===== config.mk =====
export PLATFORM = sky130hd
export DESIGN_NAME = uart_peripheral
export DESIGN_NICKNAME = d
export VERILOG_FILES = /design/src/rtl/uart_peripheral_pkg.sv /design/src/rtl/uart_fifo.sv /design/src/rtl/uart_peripheral.sv
export SDC_FILE = /design/constraint.sdc
export NUM_CORES = 1
export LEC_CHECK = 0
export BUFFER_PORTS_ARGS = -buffer_cell sky130_fd_sc_hd__buf_4
export CORE_MARGIN = 1
export CORE_UTILIZATION = 60
export CTS_CLUSTER_DIAMETER = 30
export DETAILED_ROUTE_END_ITERATION = 10
export HOLD_SLACK_MARGIN = 0.06
export PLACE_DENSITY_LB_ADDON = 0.15
export SKIP_CTS_REPAIR_TIMING = 1
export SLEW_MARGIN = 10
export SYNTH_ARGS = -nofsm -noshare
export SYNTH_HDL_FRONTEND = slang
export SYNTH_SLANG_ARGS = --single-unit

===== constraint.sdc =====
create_clock -name clk -period 6.5 [get_ports clk]
set_clock_uncertainty 0.1 [all_clocks]
set_input_delay 1.625 -clock clk [delete_from_list [all_inputs] [get_ports clk]]
set_output_delay 1.625 -clock clk [all_outputs]
set_load 0.02 [all_outputs]

===== src/rtl/uart_peripheral_pkg.sv =====
// Shared definitions for the UART peripheral: register offsets, STATUS bit positions, FSM encodings.
// UART_PARITY_EN adds the PARITY states to both FSM encodings.
package uart_peripheral_pkg;

  localparam logic [1:0] REG_TXDATA = 2'd0;
  localparam logic [1:0] REG_RXDATA = 2'd1;
  localparam logic [1:0] REG_STATUS = 2'd2;
  localparam logic [1:0] REG_BAUD   = 2'd3;

  localparam int ST_TX_FULL       = 0;
  localparam int ST_TX_EMPTY      = 1;
  localparam int ST_TX_BUSY       = 2;
  localparam int ST_RX_VALID      = 3;
  localparam int ST_RX_OVERRUN    = 4;
  localparam int ST_RX_FRAME_ERR  = 5;
  localparam int ST_TX_OVERFLOW   = 6;
  localparam int ST_RX_PARITY_ERR = 7;

  typedef enum logic [2:0] {
    TX_IDLE   = 3'd0,
    TX_START  = 3'd1,
    TX_DATA   = 3'd2,
`ifdef UART_PARITY_EN
    TX_PARITY = 3'd3,
`endif
    TX_STOP   = 3'd4
  } tx_state_t;

  // RX_BREAK holds off after a framing error until the line returns high.
  typedef enum logic [2:0] {
    RX_IDLE   = 3'd0,
    RX_START  = 3'd1,
    RX_DATA   = 3'd2,
`ifdef UART_PARITY_EN
    RX_PARITY = 3'd3,
`endif
    RX_STOP   = 3'd4,
    RX_BREAK  = 3'd5
  } rx_state_t;

  function automatic logic even_parity(input logic [7:0] d);
    return ^d;
  endfunction

endpackage


===== src/rtl/uart_fifo.sv =====
// Synchronous FIFO with wrap-bit pointers; the head entry is visible on dout without a pop.
module uart_fifo #(
  parameter int WIDTH      = 8,
  parameter int DEPTH_LOG2 = 3
) (
  input  logic             clk,
  input  logic             reset,
  input  logic             push,
  input  logic [WIDTH-1:0] din,
  input  logic             pop,
  output logic [WIDTH-1:0] dout,
  output logic             full,
  output logic             empty
);

  localparam int DEPTH = 2 ** DEPTH_LOG2;

  logic [WIDTH-1:0]    mem [DEPTH];
  logic [DEPTH_LOG2:0] wr_ptr_reg;
  logic [DEPTH_LOG2:0] rd_ptr_reg;
  logic                push_ok;
  logic                pop_ok;

  assign empty   = (wr_ptr_reg == rd_ptr_reg);
  assign full    = (wr_ptr_reg[DEPTH_LOG2] != rd_ptr_reg[DEPTH_LOG2]) &&
                   (wr_ptr_reg[DEPTH_LOG2-1:0] == rd_ptr_reg[DEPTH_LOG2-1:0]);
  // A push against a full FIFO is dropped even if a pop frees a slot on the same edge.
  assign push_ok = push && !full;
  assign pop_ok  = pop && !empty;
  assign dout    = mem[rd_ptr_reg[DEPTH_LOG2-1:0]];

  always_ff @(posedge clk) begin
    if (push_ok) mem[wr_ptr_reg[DEPTH_LOG2-1:0]] <= din;
  end

  always_ff @(posedge clk or posedge reset) begin
    if (reset) begin
      wr_ptr_reg <= '0;
      rd_ptr_reg <= '0;
    end else begin
      if (push_ok) wr_ptr_reg <= wr_ptr_reg + 1'b1;
      if (pop_ok)  rd_ptr_reg <= rd_ptr_reg + 1'b1;
    end
  end

endmodule


===== src/rtl/uart_peripheral.sv =====
// Memory-mapped UART: TX FIFO + 8N1 serialiser, RX deserialiser with holding register, STATUS and BAUD_DIV.
// Define UART_PARITY_EN for an even-parity bit on TX, checked on RX and reported in STATUS[7].
module uart_peripheral
  import uart_peripheral_pkg::*;
#(
  parameter int CLK_FREQ           = 25000000,
  parameter int BAUD_RATE          = 115200,
  parameter int TX_FIFO_DEPTH_LOG2 = 3
) (
  input  logic        clk,
  input  logic        reset,
  input  logic        read,
  input  logic        write,
  input  logic [31:0] address,
  input  logic [31:0] write_data,
  output logic [31:0] read_data,
  input  logic        rx,
  output logic        tx
);

  localparam logic [15:0] BAUD_RESET = 16'(CLK_FREQ / BAUD_RATE);

  logic        wr_txdata, wr_baud, rd_rxdata, rd_status;
  logic [15:0] baud_div_reg;
  logic        fifo_full, fifo_empty, fifo_pop;
  logic [7:0]  fifo_dout;

  tx_state_t   tx_state_reg, tx_state_next;
  logic [15:0] tx_cnt_reg, tx_cnt_next, tx_div_reg, tx_div_next;
  logic [7:0]  tx_shift_reg, tx_shift_next;
  logic [2:0]  tx_bit_reg, tx_bit_next;
  logic        tx_line_reg, tx_line_next, tx_bit_end;

  logic        rx_meta_reg, rx_sync_reg, rx_prev_reg;
  rx_state_t   rx_state_reg, rx_state_next;
  logic [15:0] rx_cnt_reg, rx_cnt_next, rx_div_reg, rx_div_next;
  logic [7:0]  rx_shift_reg, rx_shift_next;
  logic [2:0]  rx_bit_reg, rx_bit_next;
  logic        rx_sample, rx_done, rx_frame_set;
  logic [7:0]  rx_byte_reg;
  logic        rx_valid_reg, rx_overrun_reg, rx_frame_err_reg, tx_overflow_reg;
  logic        parity_flag;
  logic [7:0]  status;
  logic        unused_bits;

  assign wr_txdata   = write && (address[3:2] == REG_TXDATA);
  assign wr_baud     = write && (address[3:2] == REG_BAUD);
  assign rd_rxdata   = read && (address[3:2] == REG_RXDATA);
  assign rd_status   = read && (address[3:2] == REG_STATUS);
  assign unused_bits = ^{address[31:4], address[1:0], write_data[31:16]};

  uart_fifo #(.WIDTH(8), .DEPTH_LOG2(TX_FIFO_DEPTH_LOG2)) u_tx_fifo (
    .clk   (clk),
    .reset (reset),
    .push  (wr_txdata),
    .din   (write_data[7:0]),
    .pop   (fifo_pop),
    .dout  (fifo_dout),
    .full  (fifo_full),
    .empty (fifo_empty)
  );

  // ---------------- TX serialiser ----------------
  always_ff @(posedge clk or posedge reset) begin
    if (reset) begin
      tx_state_reg <= TX_IDLE;
      tx_cnt_reg   <= '0;
      tx_div_reg   <= BAUD_RESET;
      tx_shift_reg <= '0;
      tx_bit_reg   <= '0;
      tx_line_reg  <= 1'b1;
    end else begin
      tx_state_reg <= tx_state_next;
      tx_cnt_reg   <= tx_cnt_next;
      tx_div_reg   <= tx_div_next;
      tx_shift_reg <= tx_shift_next;
      tx_bit_reg   <= tx_bit_next;
      tx_line_reg  <= tx_line_next;
    end
  end

  // The bit period is latched at every bit boundary so BAUD_DIV writes never split a bit.
  always_comb begin
    tx_state_next = tx_state_reg;
    tx_shift_next = tx_shift_reg;
    tx_bit_next   = tx_bit_reg;
    tx_line_next  = tx_line_reg;
    fifo_pop      = 1'b0;
    tx_bit_end    = (tx_cnt_reg == tx_div_reg - 16'd1);
    tx_cnt_next   = tx_bit_end ? 16'd0 : tx_cnt_reg + 16'd1;
    tx_div_next   = tx_bit_end ? baud_div_reg : tx_div_reg;
    case (tx_state_reg)
      TX_IDLE: begin
        tx_cnt_next  = '0;
        tx_div_next  = baud_div_reg;
        tx_line_next = 1'b1;
        if (!fifo_empty) begin
          fifo_pop      = 1'b1;
          tx_shift_next = fifo_dout;
          tx_line_next  = 1'b0;
          tx_state_next = TX_START;
        end
      end
      TX_START: if (tx_bit_end) begin
        tx_state_next = TX_DATA;
        tx_bit_next   = '0;
        tx_line_next  = tx_shift_reg[0];
      end
      TX_DATA: if (tx_bit_end) begin
        // Rotate rather than shift so the byte is intact for the parity bit.
        tx_shift_next = {tx_shift_reg[0], tx_shift_reg[7:1]};
        if (tx_bit_reg == 3'd7) begin
`ifdef UART_PARITY_EN
          tx_state_next = TX_PARITY;
          tx_line_next  = even_parity(tx_shift_reg);
`else
          tx_state_next = TX_STOP;
          tx_line_next  = 1'b1;
`endif
        end else begin
          tx_bit_next  = tx_bit_reg + 3'd1;
          tx_line_next = tx_shift_reg[1];
        end
      end
`ifdef UART_PARITY_EN
      TX_PARITY: if (tx_bit_end) begin
        tx_state_next = TX_STOP;
        tx_line_next  = 1'b1;
      end
`endif
      TX_STOP: if (tx_bit_end) begin
        if (!fifo_empty) begin
          fifo_pop      = 1'b1;
          tx_shift_next = fifo_dout;
          tx_line_next  = 1'b0;
          tx_state_next = TX_START;
        end else begin
          tx_line_next  = 1'b1;
          tx_state_next = TX_IDLE;
        end
      end
      default: begin
        tx_state_next = TX_IDLE;
        tx_line_next  = 1'b1;
      end
    endcase
  end

  assign tx = tx_line_reg;

  // ---------------- RX deserialiser ----------------
`ifdef UART_PARITY_EN
  logic rx_par_bad_reg, rx_par_bad_next, rx_parity_err_reg;
`endif

  always_ff @(posedge clk or posedge reset) begin
    if (reset) begin
      rx_meta_reg  <= 1'b1;
      rx_sync_reg  <= 1'b1;
      rx_prev_reg  <= 1'b1;
      rx_state_reg <= RX_IDLE;
      rx_cnt_reg   <= '0;
      rx_div_reg   <= BAUD_RESET;
      rx_shift_reg <= '0;
      rx_bit_reg   <= '0;
`ifdef UART_PARITY_EN
      rx_par_bad_reg <= 1'b0;
`endif
    end else begin
      rx_meta_reg  <= rx;
      rx_sync_reg  <= rx_meta_reg;
      rx_prev_reg  <= rx_sync_reg;
      rx_state_reg <= rx_state_next;
      rx_cnt_reg   <= rx_cnt_next;
      rx_div_reg   <= rx_div_next;
      rx_shift_reg <= rx_shift_next;
      rx_bit_reg   <= rx_bit_next;
`ifdef UART_PARITY_EN
      rx_par_bad_reg <= rx_par_bad_next;
`endif
    end
  end

  always_comb begin
    rx_state_next = rx_state_reg;
    rx_shift_next = rx_shift_reg;
    rx_bit_next   = rx_bit_reg;
    rx_done       = 1'b0;
    rx_frame_set  = 1'b0;
`ifdef UART_PARITY_EN
    rx_par_bad_next = rx_par_bad_reg;
`endif
    rx_sample   = (rx_cnt_reg == rx_div_reg - 16'd1);
    rx_cnt_next = rx_sample ? 16'd0 : rx_cnt_reg + 16'd1;
    rx_div_next = rx_sample ? baud_div_reg : rx_div_reg;
    case (rx_state_reg)
      RX_IDLE: begin
        rx_div_next = baud_div_reg;
        // The edge-detect cycle counts as the first cycle of the start bit.
        rx_cnt_next = 16'd1;
        if (rx_prev_reg && !rx_sync_reg) rx_state_next = RX_START;
`ifdef UART_PARITY_EN
        rx_par_bad_next = 1'b0;
`endif
      end
      RX_START: begin
        rx_div_next = rx_div_reg;
        if (rx_cnt_reg >= {1'b0, rx_div_reg[15:1]}) begin
          rx_cnt_next   = '0;
          rx_div_next   = baud_div_reg;
          rx_bit_next   = '0;
          rx_state_next = rx_sync_reg ? RX_IDLE : RX_DATA;
        end
      end
      RX_DATA: if (rx_sample) begin
        rx_shift_next = {rx_sync_reg, rx_shift_reg[7:1]};
        if (rx_bit_reg == 3'd7) begin
`ifdef UART_PARITY_EN
          rx_state_next = RX_PARITY;
`else
          rx_state_next = RX_STOP;
`endif
        end else begin
          rx_bit_next = rx_bit_reg + 3'd1;
        end
      end
`ifdef UART_PARITY_EN
      RX_PARITY: if (rx_sample) begin
        rx_par_bad_next = rx_sync_reg != even_parity(rx_shift_reg);
        rx_state_next   = RX_STOP;
      end
`endif
      RX_STOP: if (rx_sample) begin
        if (rx_sync_reg) begin
          rx_done       = 1'b1;
          rx_state_next = RX_IDLE;
        end else begin
          rx_frame_set  = 1'b1;
          rx_state_next = RX_BREAK;
        end
      end
      RX_BREAK: if (rx_sync_reg) rx_state_next = RX_IDLE;
      default: rx_state_next = RX_IDLE;
    endcase
  end

  // ---------------- Registers and sticky flags ----------------
  // A flag raised on the same edge as a STATUS read survives; the read only clears older events.
  always_ff @(posedge clk or posedge reset) begin
    if (reset) begin
      baud_div_reg     <= BAUD_RESET;
      rx_byte_reg      <= '0;
      rx_valid_reg     <= 1'b0;
      rx_overrun_reg   <= 1'b0;
      rx_frame_err_reg <= 1'b0;
      tx_overflow_reg  <= 1'b0;
`ifdef UART_PARITY_EN
      rx_parity_err_reg <= 1'b0;
`endif
    end else begin
      if (wr_baud && (write_data[15:0] != 16'd0)) baud_div_reg <= write_data[15:0];
      if (rx_done) begin
        rx_byte_reg  <= rx_shift_reg;
        rx_valid_reg <= 1'b1;
      end else if (rd_rxdata) begin
        rx_valid_reg <= 1'b0;
      end
      if (rx_done && rx_valid_reg && !rd_rxdata) rx_overrun_reg <= 1'b1;
      else if (rd_status)                        rx_overrun_reg <= 1'b0;
      if (rx_frame_set)   rx_frame_err_reg <= 1'b1;
      else if (rd_status) rx_frame_err_reg <= 1'b0;
      if (wr_txdata && fifo_full) tx_overflow_reg <= 1'b1;
      else if (rd_status)         tx_overflow_reg <= 1'b0;
`ifdef UART_PARITY_EN
      if (rx_done && rx_par_bad_reg) rx_parity_err_reg <= 1'b1;
      else if (rd_status)            rx_parity_err_reg <= 1'b0;
`endif
    end
  end

`ifdef UART_PARITY_EN
  assign parity_flag = rx_parity_err_reg;
`else
  assign parity_flag = 1'b0;
`endif

  always_comb begin
    status                   = '0;
    status[ST_TX_FULL]       = fifo_full;
    status[ST_TX_EMPTY]      = fifo_empty;
    status[ST_TX_BUSY]       = (tx_state_reg != TX_IDLE);
    status[ST_RX_VALID]      = rx_valid_reg;
    status[ST_RX_OVERRUN]    = rx_overrun_reg;
    status[ST_RX_FRAME_ERR]  = rx_frame_err_reg;
    status[ST_TX_OVERFLOW]   = tx_overflow_reg;
    status[ST_RX_PARITY_ERR] = parity_flag;
  end

  always_comb begin
    read_data = '0;
    case (address[3:2])
      REG_RXDATA: read_data = {24'd0, rx_byte_reg};
      REG_STATUS: read_data = {24'd0, status};
      REG_BAUD:   read_data = {16'd0, baud_div_reg};
      default:    read_data = '0;
    endcase
  end

endmodule

**Yosys cells after proc, flatten, opt, wreduce, memory -nomap -nowiden**

Memories as Yosys holds them, arrays and structs flattened.
Index checks and enable logic that the tools add are counted.

- Add/subtract/negate cells: 8
- Multipliers: 0
- Div/mod/pow operators: 0
- $lt $le $gt $ge: 1
- Equal/unequal tests: 30
- Shifts and indexed selects: 0
- Mux-type cells: 62
- Bitwise operators: 0
- Reductions and logical operators: 38

Operator list:

| kind | count |
|---|---|
| 16-bit 2-to-1 mux | 8 |
| 16-bit case mux with 2 select lines | 2 |
| 3-bit 2-to-1 mux | 18 |
| 16-bit case mux with 3 select lines | 1 |
| 16-bit by 1-bit adder with 16-bit output (second input constant) | 2 |
| 16-bit == test | 2 |
| 16-bit by 1-bit subtractor with 16-bit output (second input constant) | 2 |
| 2-bit != test (second input constant) | 13 |
| 8-bit 2-to-1 mux | 3 |
| 8-bit case mux with 3 select lines | 1 |
| 1-bit 2-to-1 mux | 22 |
| 16-bit by 15-bit >= comparator with 1-bit output | 1 |
| 16-bit nonzero test | 1 |
| 3-bit == test (second input constant) | 5 |
| 3-bit case mux with 5 select lines | 1 |
| 2-bit nonzero test | 7 |
| 1-bit logical AND | 12 |
| 3-bit case mux with 2 select lines | 2 |
| 3-bit case mux with 4 select lines | 1 |
| 3-bit nonzero test | 3 |
| 4-bit by 1-bit adder with 4-bit output (second input constant) | 2 |
| 4-bit AND reduction | 2 |
| 3-bit by 1-bit adder with 3-bit output (second input constant) | 2 |
| 3-bit by 1-bit == test with 1-bit output (second input constant) | 2 |
| other kinds (16) | 24 |

- Bits in registers: 132
- Bits in latches: 0
- RAM bits: 64
- Bits in read-only memories: 0
- Input port bits: 69
- Logic and storage cells: 162
- Memories: 1

Memory list:

| name | depth | width | read ports | clocked after memory_dff | wr ports | RTL line | text |
|---|---|---|---|---|---|---|---|
| u_tx_fifo.mem | 8 | 8 | 1 | 0 | 1 | uart_fifo.sv:18 | `logic [WIDTH-1:0] mem [DEPTH];` |

**Longest topological paths before layout**

- Word-level depth: 7
- Depth in mapped cells: 15
- Mapped depth without buffers: 10

**Cells and area by module**

From an unflattened synthesis, not the netlist that was laid out.

- Cell total of the unflattened synthesis: 891
- Area total of the unflattened synthesis: 10456.3 um^2

Modules (own cells, without submodules):

| module | instances | cells an instance | area each (um^2) | seq. area each (um^2) |
|---|---|---|---|---|
| uart_peripheral | 1 | 739 | 7392.1 | 3126.7 |
| uart_fifo | 1 | 152 | 3064.2 | 2122.0 |

**Worst setup path before layout**

No wires, ideal clock.

- Path kind: input port to output port
- From: input address[3]
- To: output read_data[1]
- Arrival: 2739 ps
- Data required time: 4775 ps
- Path slack: 2036 ps
- Stages on the path: 4
- Buffers on the path: 2
- Cell sequence: buf_1 -> clkbuf_1 -> nand2_1 -> o22ai_1

- Word-level cells in the longest chain between the ends: 2
- Elaborated cells on any way between the ends: 4
- Those cells by class: 3 x eq/ne; 1 x mux

RTL lines:

| element | RTL line | text |
|---|---|---|
| start: declaration | uart_peripheral.sv:14 | `input logic [31:0] address,` |
| 2-bit == test / 2-bit by 1-bit == test with 1-bit output (equally long branches) | uart_peripheral.sv:301 | `case (address[3:2])` |
| 16-bit case mux with 3 select lines * | uart_peripheral.sv:301 |  |
| end: declaration | uart_peripheral.sv:16 | `output logic [31:0] read_data,` |

Mark *: on every way between the ends. The rest lies on a longest branch, timed or not.

**Final worst setup path**

- From: input address[3]
- To: output read_data[4]

The elaborated chain is that of the path after synthesis.

==> results.txt <==
status: complete, no violations
DP Cell Count: 1,101
Min-Delay Path Depth: 0
Tightest Pin Transition: 1.00 ns
Fill cells: 1,231
total wire length: 22.0 mm
Worst setup SP type: input pin
total global routing overflow: 0
RR Startpoint: tx_div_reg[2]
DIE AREA: 17,800 um^2
cells after synthesis: 881
TritonCTS clock tree: built
DR vias: 6,989
EDFF count, synth: 64
vias in the first global route: 6,797
Fmax: 228 MHz
CTS Buf Count: 17
Post-Syn Area per Cell: 11.7 um^2
Leak: 4.74 nW
Seq/Total Area, Yosys: 0.507
RSZ-0062 raised after global routing: no
root buffer cell: clkbuf_16
Worst VDD drop: 0.271 mV
antenna violations before repair: 0
clock-pin slew on the worst setup and hold paths: 0.09 ns
synthesis-to-finish area growth: 9.38%
DR vias/cell: 6.17
hpwl dp: 15.4 mm
crit path DAT: 2.67 ns
row count: 47
Synth Cell Area: 10,300 um^2
Hold Path End: rx_sync_reg
most frequent cells in the layout: dfrtp_1 (113), nor2_1 (78), edfxtp_1 (64)
Cell variety after synth: 76
width of the die: 133 um
Tcrit/Tclk final: 0.676
Ys Warns: 0
FF-to-FF path depth: 9
Fin. Hold Viols: 0
fin. max-slew vios: 0
# DRC: 0
crit path launch: address[3]
Hold Crit Start: rx_meta_reg
Synth Flop Type: dfrtp_1
RePlAce Congestion: 0.924
fin cells: 1,133
Pre-antenna DRT Iters: 5
flops & latches, synth: 196
Reg-to-Reg End: u_tx_fifo.rd_ptr_reg[1]
commonest non-fill, non-tap cell in the layout: dfrtp_1
total global-route track usage: 0.260
Final ANT Viol Nets: 0
nets@finish: 994
Hold WC Path Type: flop to flop
max cap viols: 0
number of flip-flops in the largest register: 64
Worst Path Max Fanout: 22
Tmin final: 4.39 ns
critical path capture point type: output pin
Initial Utilization: 0.619
FF-to-FF setup slack: 2.36 ns
H-tree depth: 4
IO Port Bufs: 39
Top-Level Pins: 102
Worst slew margin: 0.323
Final Total Pwr: 4.43 mW
critical path required time: 4.78 ns
Initial DRC Count: 585
antenna diode count: 0
setup_tns: 0 ns
Die Y: 133 um
pin count of the biggest net entering global routing: 75
asr flop ratio synth: 0.673
worst-case clock buffer depth: 2
layout cells sized above 1: 0.202
clk sink count: 196
core area: 16,700 um^2
crit path kind: input pin to output pin
Finish-stage setup viols: 0
global-route wire length before repair: 35.6 mm
Avg WL per Cell: 19.4 um
Clock Latency Late Sink: 0.44 ns
PD cells: 391 nW/um^2
==> logic make-up (layout without fill, tap and decap cells) <==
logic type / after synthesis / after routing / share of synthesized area
AOI/OAI and AO/OA: 112 / 112 / 0.0769
xor gates and xnor gates: 79 / 79 / 0.0669
adders and majority gates: 25 / 25 / 0.0302
buffers and inverters: 91 / 108 / 0.0426
DFF: 196 / 196 / 0.507
muxes: 104 / 104 / 0.131
other: 1 / 16 / 0.000362
and+or+nand+nor: 273 / 273 / 0.144
==> report_power, final <==
| group | switching (mW) | internal (mW) |
|---|---|---|
| Sequential | 0.368 | 1.52 |
| Combinational | 0.747 | 0.686 |
| Clock | 0.563 | 0.540 |
| Total | 1.68 | 2.75 |
==> worst max-delay path by stage <==
| stage | end | slack [ns] | cells after the start |
|---|---|---|---|
| 2_1_floorplan | baud_div_reg[10] | 1.28 | 1 |
| 3_5_place_dp | read_data[4] | 2.14 | 5 |
| 6_report | read_data[4] | 2.11 | 5 |
| 3_3_place_gp | read_data[3] | 2.17 | 5 |
| 5_1_grt | read_data[4] | 1.97 | 5 |
| 4_1_cts | read_data[4] | 2.12 | 5 |
==> Yosys cell counts (5+ instances only) <==
cell      instances  area [um^2]
dfrtp_1         113         2830
nor2_1           78          293
edfxtp_1         64         1920
nand2_1          49          184
mux2_2           43          484
xnor2_1          41          359
xor2_1           38          333
inv_1            32          120
clkbuf_1         28          105
nand3_1          27          135
ha_1             25          313
mux2i_1          24          240
o21ai_0          23          115
a21oi_1          21          105
and3_1           19          119
dfstp_2          19          499
buf_4            18          135
mux4_2           16          360
nor3_1           14         70.1
mux2_1           11          124
nor2b_1          11         68.8
mux2_4           10          150
nand2b_1         10         62.6
nand4_1          10         62.6
nor4_1            9         56.3
o22a_1            8         70.1
or3_1             8         50.1
buf_2             7         35.0
o31ai_1           7         52.6
a21o_1            6         45.0
o211ai_1          6         45.0
a211oi_1          5         37.5
nor3b_1           5         37.5
==> final cells by class <==
| class | count | area [um^2] | area share |
|---|---|---|---|
| sequential | 196 | 5250 | 0.464 |
| multi-input combinational | 609 | 4710 | 0.416 |
| clock buffer | 17 | 425 | 0.0376 |
| timing repair buffer | 44 | 330 | 0.0292 |
| tap | 220 | 275 | 0.0243 |
| clock inverter | 15 | 201 | 0.0178 |
| inverter | 32 | 123 | 0.0108 |
==> metrics by stage <==
stage	hold WS, ns	utilization	setup slack (ns)	instance area [um^2]
floorplan	0.245	-	1.28	10400
global route	0.270	0.678	1.97	11300
global placement	0.246	0.640	2.17	10700
detailed placement	0.247	0.640	2.14	10700
CTS	0.260	0.678	2.12	11300
finish	0.260	0.678	2.11	11300
==> critical path: stages <==
cell	delay [ns]
buf_4	0.24
nor2b_1	0.40
nand2_1	0.09
o21ai_0	0.12
buf_4	0.19
==> layer usage <==
| metal | wire length [um] | track usage | part of all wire | vias to the layer above |
|---|---|---|---|---|
| li1 | - | - | - | 3203 |
| met1 | 10300 | 0.382 | 0.47 | 3565 |
| met2 | 10400 | 0.408 | 0.47 | 195 |
| met3 | 1120 | 0.0403 | 0.051 | 26 |
| met4 | 261 | 0.0644 | 0.012 | 0 |
| met5 | 0 | 0 | 0 | - |
Power figures use the tool's default switching activity.
